===== src/rtl/ps2_keycode.sv =====
// rtl/ps2_keycode.sv - PS/2 keyboard receiver and scan-code to Hack keycode decoder
module ps2_keycode #(
    parameter int FILTER_CYCLES  = 8,
    parameter int TIMEOUT_CYCLES = 25000
) (
    input  logic       clk,
    input  logic       reset,
    input  logic       ps2_clk,
    input  logic       ps2_data,
    output logic [7:0] keycode,
    output logic       key_valid,
    output logic       frame_error
);

    localparam int FW = $clog2(FILTER_CYCLES + 1);
    localparam int TW = $clog2(TIMEOUT_CYCLES + 1);

    localparam logic [1:0] S_IDLE   = 2'd0;
    localparam logic [1:0] S_DATA   = 2'd1;
    localparam logic [1:0] S_PARITY = 2'd2;
    localparam logic [1:0] S_STOP   = 2'd3;

    logic [1:0]    clk_sync_q, clk_sync_d;
    logic [1:0]    data_sync_q, data_sync_d;
    logic          filt_clk_q, filt_clk_d;
    logic [FW-1:0] filt_cnt_q, filt_cnt_d;
    logic [1:0]    state_q, state_d;
    logic [2:0]    bit_cnt_q, bit_cnt_d;
    logic [7:0]    shift_q, shift_d;
    logic          par_q, par_d;
    logic [TW-1:0] to_cnt_q, to_cnt_d;
    logic          byte_ready_q, byte_ready_d;
    logic          err_q, err_d;
    logic          ext_q, ext_d;
    logic          brk_q, brk_d;
    logic [7:0]    keycode_q, keycode_d;
    logic          key_valid_q, key_valid_d;
    logic          frame_error_q, frame_error_d;
    logic          bit_edge;
    logic          bit_data;
    logic [7:0]    code;

    assign keycode     = keycode_q;
    assign key_valid   = key_valid_q;
    assign frame_error = frame_error_q;
    assign bit_data    = data_sync_q[1];

    // Two-stage synchronizers and the glitch filter on the PS/2 clock
    always_comb begin
        clk_sync_d  = {clk_sync_q[0], ps2_clk};
        data_sync_d = {data_sync_q[0], ps2_data};
        filt_clk_d  = filt_clk_q;
        filt_cnt_d  = '0;
        if (clk_sync_q[1] != filt_clk_q) begin
            if (filt_cnt_q == FW'(FILTER_CYCLES - 1)) begin
                filt_clk_d = clk_sync_q[1];
            end else begin
                filt_cnt_d = filt_cnt_q + 1'b1;
            end
        end
        bit_edge = filt_clk_q & ~filt_clk_d;
    end

    // Frame deserializer with parity/stop checking and inter-bit timeout
    always_comb begin
        state_d      = state_q;
        bit_cnt_d    = bit_cnt_q;
        shift_d      = shift_q;
        par_d        = par_q;
        byte_ready_d = 1'b0;
        err_d        = 1'b0;
        to_cnt_d     = (state_q == S_IDLE) ? '0 : to_cnt_q + 1'b1;
        if (bit_edge) begin
            to_cnt_d = '0;
            case (state_q)
                S_IDLE: begin
                    if (!bit_data) begin
                        state_d   = S_DATA;
                        bit_cnt_d = 3'd0;
                        shift_d   = 8'h00;
                    end
                end
                S_DATA: begin
                    shift_d   = {bit_data, shift_q[7:1]};
                    bit_cnt_d = bit_cnt_q + 3'd1;
                    if (bit_cnt_q == 3'd7) state_d = S_PARITY;
                end
                S_PARITY: begin
                    par_d   = bit_data;
                    state_d = S_STOP;
                end
                default: begin
                    if (bit_data && ((^shift_q) ^ par_q)) byte_ready_d = 1'b1;
                    else                                  err_d        = 1'b1;
                    state_d = S_IDLE;
                end
            endcase
        end else if (state_q != S_IDLE && to_cnt_q == TW'(TIMEOUT_CYCLES - 1)) begin
            state_d  = S_IDLE;
            to_cnt_d = '0;
            err_d    = 1'b1;
        end
    end

    // Scan-code lookup; the ext flag selects the E0-prefixed page
    always_comb begin
        case ({ext_q, shift_q})
            9'h01C: code = 8'd65;  9'h032: code = 8'd66;  9'h021: code = 8'd67;
            9'h023: code = 8'd68;  9'h024: code = 8'd69;  9'h02B: code = 8'd70;
            9'h034: code = 8'd71;  9'h033: code = 8'd72;  9'h043: code = 8'd73;
            9'h03B: code = 8'd74;  9'h042: code = 8'd75;  9'h04B: code = 8'd76;
            9'h03A: code = 8'd77;  9'h031: code = 8'd78;  9'h044: code = 8'd79;
            9'h04D: code = 8'd80;  9'h015: code = 8'd81;  9'h02D: code = 8'd82;
            9'h01B: code = 8'd83;  9'h02C: code = 8'd84;  9'h03C: code = 8'd85;
            9'h02A: code = 8'd86;  9'h01D: code = 8'd87;  9'h022: code = 8'd88;
            9'h035: code = 8'd89;  9'h01A: code = 8'd90;
            9'h045: code = 8'd48;  9'h016: code = 8'd49;  9'h01E: code = 8'd50;
            9'h026: code = 8'd51;  9'h025: code = 8'd52;  9'h02E: code = 8'd53;
            9'h036: code = 8'd54;  9'h03D: code = 8'd55;  9'h03E: code = 8'd56;
            9'h046: code = 8'd57;
            9'h029: code = 8'd32;  9'h05A: code = 8'd128; 9'h066: code = 8'd129;
            9'h076: code = 8'd140;
            9'h16B: code = 8'd130; 9'h175: code = 8'd131; 9'h174: code = 8'd132;
            9'h172: code = 8'd133; 9'h16C: code = 8'd134; 9'h169: code = 8'd135;
            9'h17D: code = 8'd136; 9'h17A: code = 8'd137; 9'h170: code = 8'd138;
            9'h171: code = 8'd139;
            default: code = 8'd0;
        endcase
    end

    // Prefix tracking and held-key register, one cycle after a byte completes
    always_comb begin
        ext_d         = ext_q;
        brk_d         = brk_q;
        keycode_d     = keycode_q;
        key_valid_d   = 1'b0;
        frame_error_d = err_q;
        if (err_q) begin
            ext_d = 1'b0;
            brk_d = 1'b0;
        end else if (byte_ready_q) begin
            if (shift_q == 8'hE0) begin
                ext_d = 1'b1;
            end else if (shift_q == 8'hF0) begin
                brk_d = 1'b1;
            end else begin
                ext_d = 1'b0;
                brk_d = 1'b0;
                if (code != 8'd0) begin
                    if (brk_q) begin
                        if (code == keycode_q) keycode_d = 8'd0;
                    end else begin
                        keycode_d   = code;
                        key_valid_d = 1'b1;
                    end
                end
            end
        end
    end

    // State registers; the lines idle high so synchronizers reset to 1
    always_ff @(posedge clk) begin
        if (reset) begin
            clk_sync_q    <= 2'b11;
            data_sync_q   <= 2'b11;
            filt_clk_q    <= 1'b1;
            filt_cnt_q    <= '0;
            state_q       <= S_IDLE;
            bit_cnt_q     <= 3'd0;
            shift_q       <= 8'h00;
            par_q         <= 1'b0;
            to_cnt_q      <= '0;
            byte_ready_q  <= 1'b0;
            err_q         <= 1'b0;
            ext_q         <= 1'b0;
            brk_q         <= 1'b0;
            keycode_q     <= 8'd0;
            key_valid_q   <= 1'b0;
            frame_error_q <= 1'b0;
        end else begin
            clk_sync_q    <= clk_sync_d;
            data_sync_q   <= data_sync_d;
            filt_clk_q    <= filt_clk_d;
            filt_cnt_q    <= filt_cnt_d;
            state_q       <= state_d;
            bit_cnt_q     <= bit_cnt_d;
            shift_q       <= shift_d;
            par_q         <= par_d;
            to_cnt_q      <= to_cnt_d;
            byte_ready_q  <= byte_ready_d;
            err_q         <= err_d;
            ext_q         <= ext_d;
            brk_q         <= brk_d;
            keycode_q     <= keycode_d;
            key_valid_q   <= key_valid_d;
            frame_error_q <= frame_error_d;
        end
    end

endmodule


===== config.mk =====
export PLATFORM = sky130hd
export DESIGN_NAME = ps2_keycode
export DESIGN_NICKNAME = d
export VERILOG_FILES = /design/src/rtl/ps2_keycode.sv
export SDC_FILE = /design/constraint.sdc
export NUM_CORES = 1
export LEC_CHECK = 0
export ABC_AREA = 1
export BUFFER_PORTS_ARGS = -buffer_cell sky130_fd_sc_hd__buf_2
export CAP_MARGIN = 20
export CORE_ASPECT_RATIO = 0.9
export CORE_MARGIN = 2
export CORE_UTILIZATION = 64
export DETAILED_ROUTE_END_ITERATION = 8
export MAX_ROUTING_LAYER = met4
export PLACE_DENSITY = 0.83
export SETUP_SLACK_MARGIN = 0.5
export SKIP_CTS_REPAIR_TIMING = 1
export SLEW_MARGIN = 0
export SYNTH_ARGS = -nofsm -noshare
export SYNTH_HDL_FRONTEND = slang
export SYNTH_SLANG_ARGS = --single-unit

===== constraint.sdc =====
create_clock -name clk -period 4.2 [get_ports clk]
set_clock_uncertainty 0.15 [all_clocks]
set_input_delay 1.05 -clock clk [delete_from_list [all_inputs] [get_ports clk]]
set_output_delay 1.05 -clock clk [all_outputs]
set_load 0.02 [all_outputs]

* After elaboration in Yosys (flattened, before gate mapping)
Cells that the tools add are included.
Word-level totals: register bits 52, bits of input ports 4, output and inout port bits 10, word-level logic and storage cells 136
Cells by class: add/subtract/negate cells 3, equal/unequal tests 64, mux-type cells 23, bitwise logic cells 10, reductions and logical operators 20
Operators by type and width (number):
- case mux 8 bit (50 select lines) | 1
- equality test 9 x 6 -> 1 bit (second input constant) | 23
- equality test 9 x 7 -> 1 bit (second input constant) | 10
- equality test 9 bit (second input constant) | 10
- equality test 9 x 5 -> 1 bit (second input constant) | 7
- two-way mux 8 bit | 3
- equality test 8 bit (second input constant) | 2
- case mux 8 bit (2 select lines) | 1
- adder 15 x 1 -> 15 bit (second input constant) | 1
- equality test 15 bit (second input constant) | 1
- two-way mux 1 bit | 11
- equality test 8 bit | 1
- two-way mux 2 bit | 4
- inverter 1 bit | 8
- nonzero test 8 bit | 1
- XOR reduction 8 bit | 1
- != test 3 bit (second input constant) | 2
- case mux 2 bit (3 select lines) | 1
- case mux 3 bit (2 select lines) | 1
- AND reduction 2 bit | 3
- AND reduction 3 bit | 2
- AND reduction 6 bit | 1
- nonzero test 2 bit | 3
- OR reduction 3 bit | 2
- 18 further kinds | 20

* Logic depth before layout (Yosys ltp)
depth after elaboration 7, mapped depth 17, mapped depth without buffers 17

* Worst setup path before layout
No wires, ideal clock.
path type register to register, from register shift_q[2], to register keycode_q[1] (netlist: keycode[1]), library setup time 0.132 ns, arrival 1.989 ns, setup slack 1.929 ns, cell stages (with the launch flop) 15, path buffers 0, cells stage by stage dfxtp_1 > inv_1 > ha_1 > nand2_1 > nand2_1 > o21ai_0 > inv_1 > nor2_1 > nand4_2 > nor3b_4 > nor2_2 > nand2_4 > inv_2 > o21ai_1 > a21oi_1
On the way: cells in the longest elaborated chain, start to end 5, elaborated cells on any way between the ends 60, classes of those cells 54 x eq/ne; 2 x mux; 2 x bitwise; 2 x reduce/logical
Ends and longest elaborated chain:
- from (decl) | line 29 | logic [7:0] shift_q, shift_d;
- from (signal assigned) | line 187 | shift_q <= shift_d;
- equality test 9 bit, or another cell as far along | line 107 | case ({ext_q, shift_q})
- case mux 8 bit (50 select lines) | line 107
- equality test 8 bit | line 151 | if (code == keycode_q) keycode_d = 8'd0;
- != test 2 x 1 -> 1 bit (no line)
- AND reduction 6 bit (no line)
- to (signal assigned) | line 194 | keycode_q <= keycode_d;
- to (decl) | line 36 | logic [7:0] keycode_q, keycode_d;
Parallel ways exist; a longest one is shown, timed or not. A chain may end at the register's enable or synchronous reset.

* Worst setup path after layout
Ends and elaborated chain as after synthesis.

==> results.yml <==
worst_hold_path:
  hold_class: "reg2reg"
synth:
  ys_seq_elements: 52
  synth_ff_type: "dfxtp_1"
  avgSynthCellArea_um2: 6.55
  async_flop_share_pct: 0
  synth_warnings: 0
  synth_edf_count: 0
  yosysUniqueCellTypes: 34
  syn_nets: 558
  ys_seq_area_share_pct: 29.9
  synth_area_mm2: 0.00348
  netlist_instances: 531
floorplanning:
  die_y_um: 73.9
  die_area_mm2: 0.00604
  io_pins: 14
  start_util_pct: 66.1
  die_x_um: 81.7
  placementRows: 25
  coreArea_mm2: 0.00526
setup_path:
  critPathKind: "reg2reg"
  crit_chain: "inv_1 -> ha_1 -> nand2_1 -> nand2_1 -> o21ai_0 -> inv_1 -> nor2_1 -> nand4_2 -> nor3b_4 -> nor2_2 -> nand2_4 -> inv_2 -> o21ai_1 -> a21oi_1"
  worstPathArrival_ns: 2.88
  crit_path_start_kind: "flop"
  crit_slowest_cell: "dfxtp_1"
  worst-path-buf-inv: 3
  critPathMaxStageDelay_ns: 0.40
  crit_family: "simple AND/OR/NAND/NOR gates"
  endpoint_kind: "flop"
  path_max_fanout: 9
  required_ns: 4.24
clock_tree:
  clk_latency_ns: 0.31
  cts_buffer_depth: 2
  clockRootBuffer: "clkbuf_8"
  cts_tree: "done"
  clkTransAtPathRegs_ns: 0.10
  htreeDepth: 2
  numCtsBuffers: 5
  cts_sinks: 52
place:
  gp_congestion: 1.13
  dp_worst_setup_slack_ns: 1.43
  dp_hpwl_mm: 6.45
  io_buffers: 13
sta:
  worst_slew_pin_slew_ns: 0.623
  grt_setup_unrepaired: "no"
  slew-limit-headroom_pct: 58.3
  hold_violations: 0
  setup_violations: 0
  fin_crit_sh_pct: 67.8
  period_minus_slack_ns: 2.85
  finalWorstSetupSlack_ns: 1.35
  finalMaxSlewViolations: 0
  fin_tns_setup_ns: 0
  maxClockFrequency_mhz: 351
routing:
  vias_per_cell: 5.56
  drc: 0
  vias: 3400
  route.detailed.wl_per_inst_um: 13.4
  first_pass_iters: 5
  drtIter0Drc: 351
  drt_wl_total_mm: 8.22
  postRouteAntennaNets: 0
global_route:
  grt_max_degree: 29
  grt_pass1_wl_mm: 13.4
  gr-total-overflow: 0
  track_usage_pct: 29.1
  grt_pass1_vias: 3199
  antenna_found_initial: 0
final_layout:
  antennaDiodeCount: 0
  syn_to_final_growth_pct: 6.08
  drive_gt1_share_pct: 10.6
  nNetsFinal: 571
status:
  status: "complete, no violations"
power_and_ir_drop:
  power_density_mw_per_mm2: 219
  p_leak_nw: 1.90
  ir_worst_vdd_v: 0.000265
run:
  cap_viol_max_count: 0
-- worst register-to-register path, stage by stage (launching register included) --
cell     delay (ns)
dfxtp_1        0.40
inv_1          0.10
ha_1           0.26
nand2_1        0.24
nand2_1        0.17
o21ai_0        0.25
inv_1          0.06
nor2_1         0.20
nand4_2        0.15
nor3b_4        0.24
nor2_2         0.09
nand2_4        0.12
inv_2          0.10
o21ai_1        0.10
a21oi_1        0.09
-- metrics by stage --
step                      util (%)  cells  total power [mW]  area, um2  hold slack [ns]
after floorplan                  -    531             0.514       3480            0.239
after global placement        68.3    604             0.516       3590            0.242
after detailed placement      68.3    604             0.517       3590            0.245
after CTS                     70.2    612             0.817       3690            0.269
after global routing          70.2    612             0.827       3690            0.274
final                         70.2    612             0.806       3690            0.266
-- power breakdown --
| group | switching (mW) | total, mW | internal [mW] |
|---|---|---|---|
| registers | 0.00109 | 0.496 | 0.495 |
| clock network | 0.178 | 0.300 | 0.123 |
| logic | 0.00679 | 0.00976 | 0.00298 |
-- cells by family (layout without fill, tap and decap cells) --
group	count (synthesis)	in the layout	synth area share (%)
fa+ha+maj	23	23	8.28
flops	52	52	29.9
compound gates	63	63	10.0
simple gates	300	300	40.0
xor+xnor	10	10	2.52
buf+inv	83	97	9.29
-- synthesized netlist by cell type (3+ instances only) --
cell	instances	share of area [%]
nand2_1	118	13
nor3_1	12	1.7
inv_1	71	7.7
nand3_2	6	1.7
nand2_2	9	1.6
clkbuf_1	6	0.65
nand4_1	7	1.3
a21oi_1	32	4.6
inv_2	3	0.32
nand3_1	45	6.5
o21ai_0	15	2.2
o21ai_1	4	0.58
xor2_1	7	1.8
nor2_2	7	1.3
ha_1	23	8.3
nor3b_1	3	0.65
a211oi_1	10	2.2
xnor2_1	3	0.76
or2_2	4	0.72
nor2_1	78	8.4
dfxtp_1	52	30
-- area by class of cell --
cell class,instances,area [um2]
Timing Repair Buffer,13,65.1
Fill cell,458,1570
Tap cell,67,83.8
Clock inverter,3,27.5
Clock buffer,5,68.8
Multi-Input combinational cell,396,2110
Inverter,76,289
Sequential cell,52,1040
-- state kept, by name (all words and copies together) (netlist names) --
register / count
state_q: 2
clk_sync_q: 2
filt_clk_q: 1
keycode: 8
err_q: 1
frame_error: 1
brk_q: 1
filt_cnt_q: 4
to_cnt_q: 15
data_sync_q: 2
key_valid: 1
ext_q: 1
shift_q: 8
bit_cnt_q: 3
par_q: 1
byte_ready_q: 1
-- routing by layer --
| metal | GRT usage, % | vias up | wire, um |
|---|---|---|---|
| met5 | - | - | 0 |
| li1 | - | 1729 | - |
| met1 | 33.4 | 1507 | 3570 |
| met2 | 50.2 | 125 | 3930 |
| met3 | 5.28 | 39 | 423 |
| met4 | 11.9 | 0 | 293 |
-- path summary, 6_finish.rpt --
kind,from,endpoint,slack (ns),depth (start not counted)
worst max-delay path,shift_q[2],keycode[1],1.35,14
worst min-delay path,data_sync_q[0],data_sync_q[1],0.27,1
worst max register to register,shift_q[2],keycode[1],1.35,14
worst min register to register,data_sync_q[0],data_sync_q[1],0.27,1
-- cells in the final DEF (no fill, tap or decap) --
master and instances:
nand2_1 118, nor2_1 78, inv_1 71, dfxtp_1 52, nand3_1 45, a21oi_1 32, ha_1 23, o21ai_0 15
buf_2 13, nor3_1 12, a211oi_1 10, nand2_2 9, nand4_1 7, nor2_2 7, xor2_1 7, nand3_2 6
clkbuf_8 5, o21ai_1 4, or2_2 4, inv_2 3, nor3b_1 3, xnor2_1 3, nor2_4 2, nand3b_1 2
nor4_1 2, inv_4 1, clkinv_2 1, nand3_4 1, nand4_2 1, nor3b_4 1, nand2_4 1, and3_1 1
o21a_1 1, o211a_1 1, clkinvlp_4 1, inv_8 1, clkinv_4 1
(Power assumes the default switching activity.)
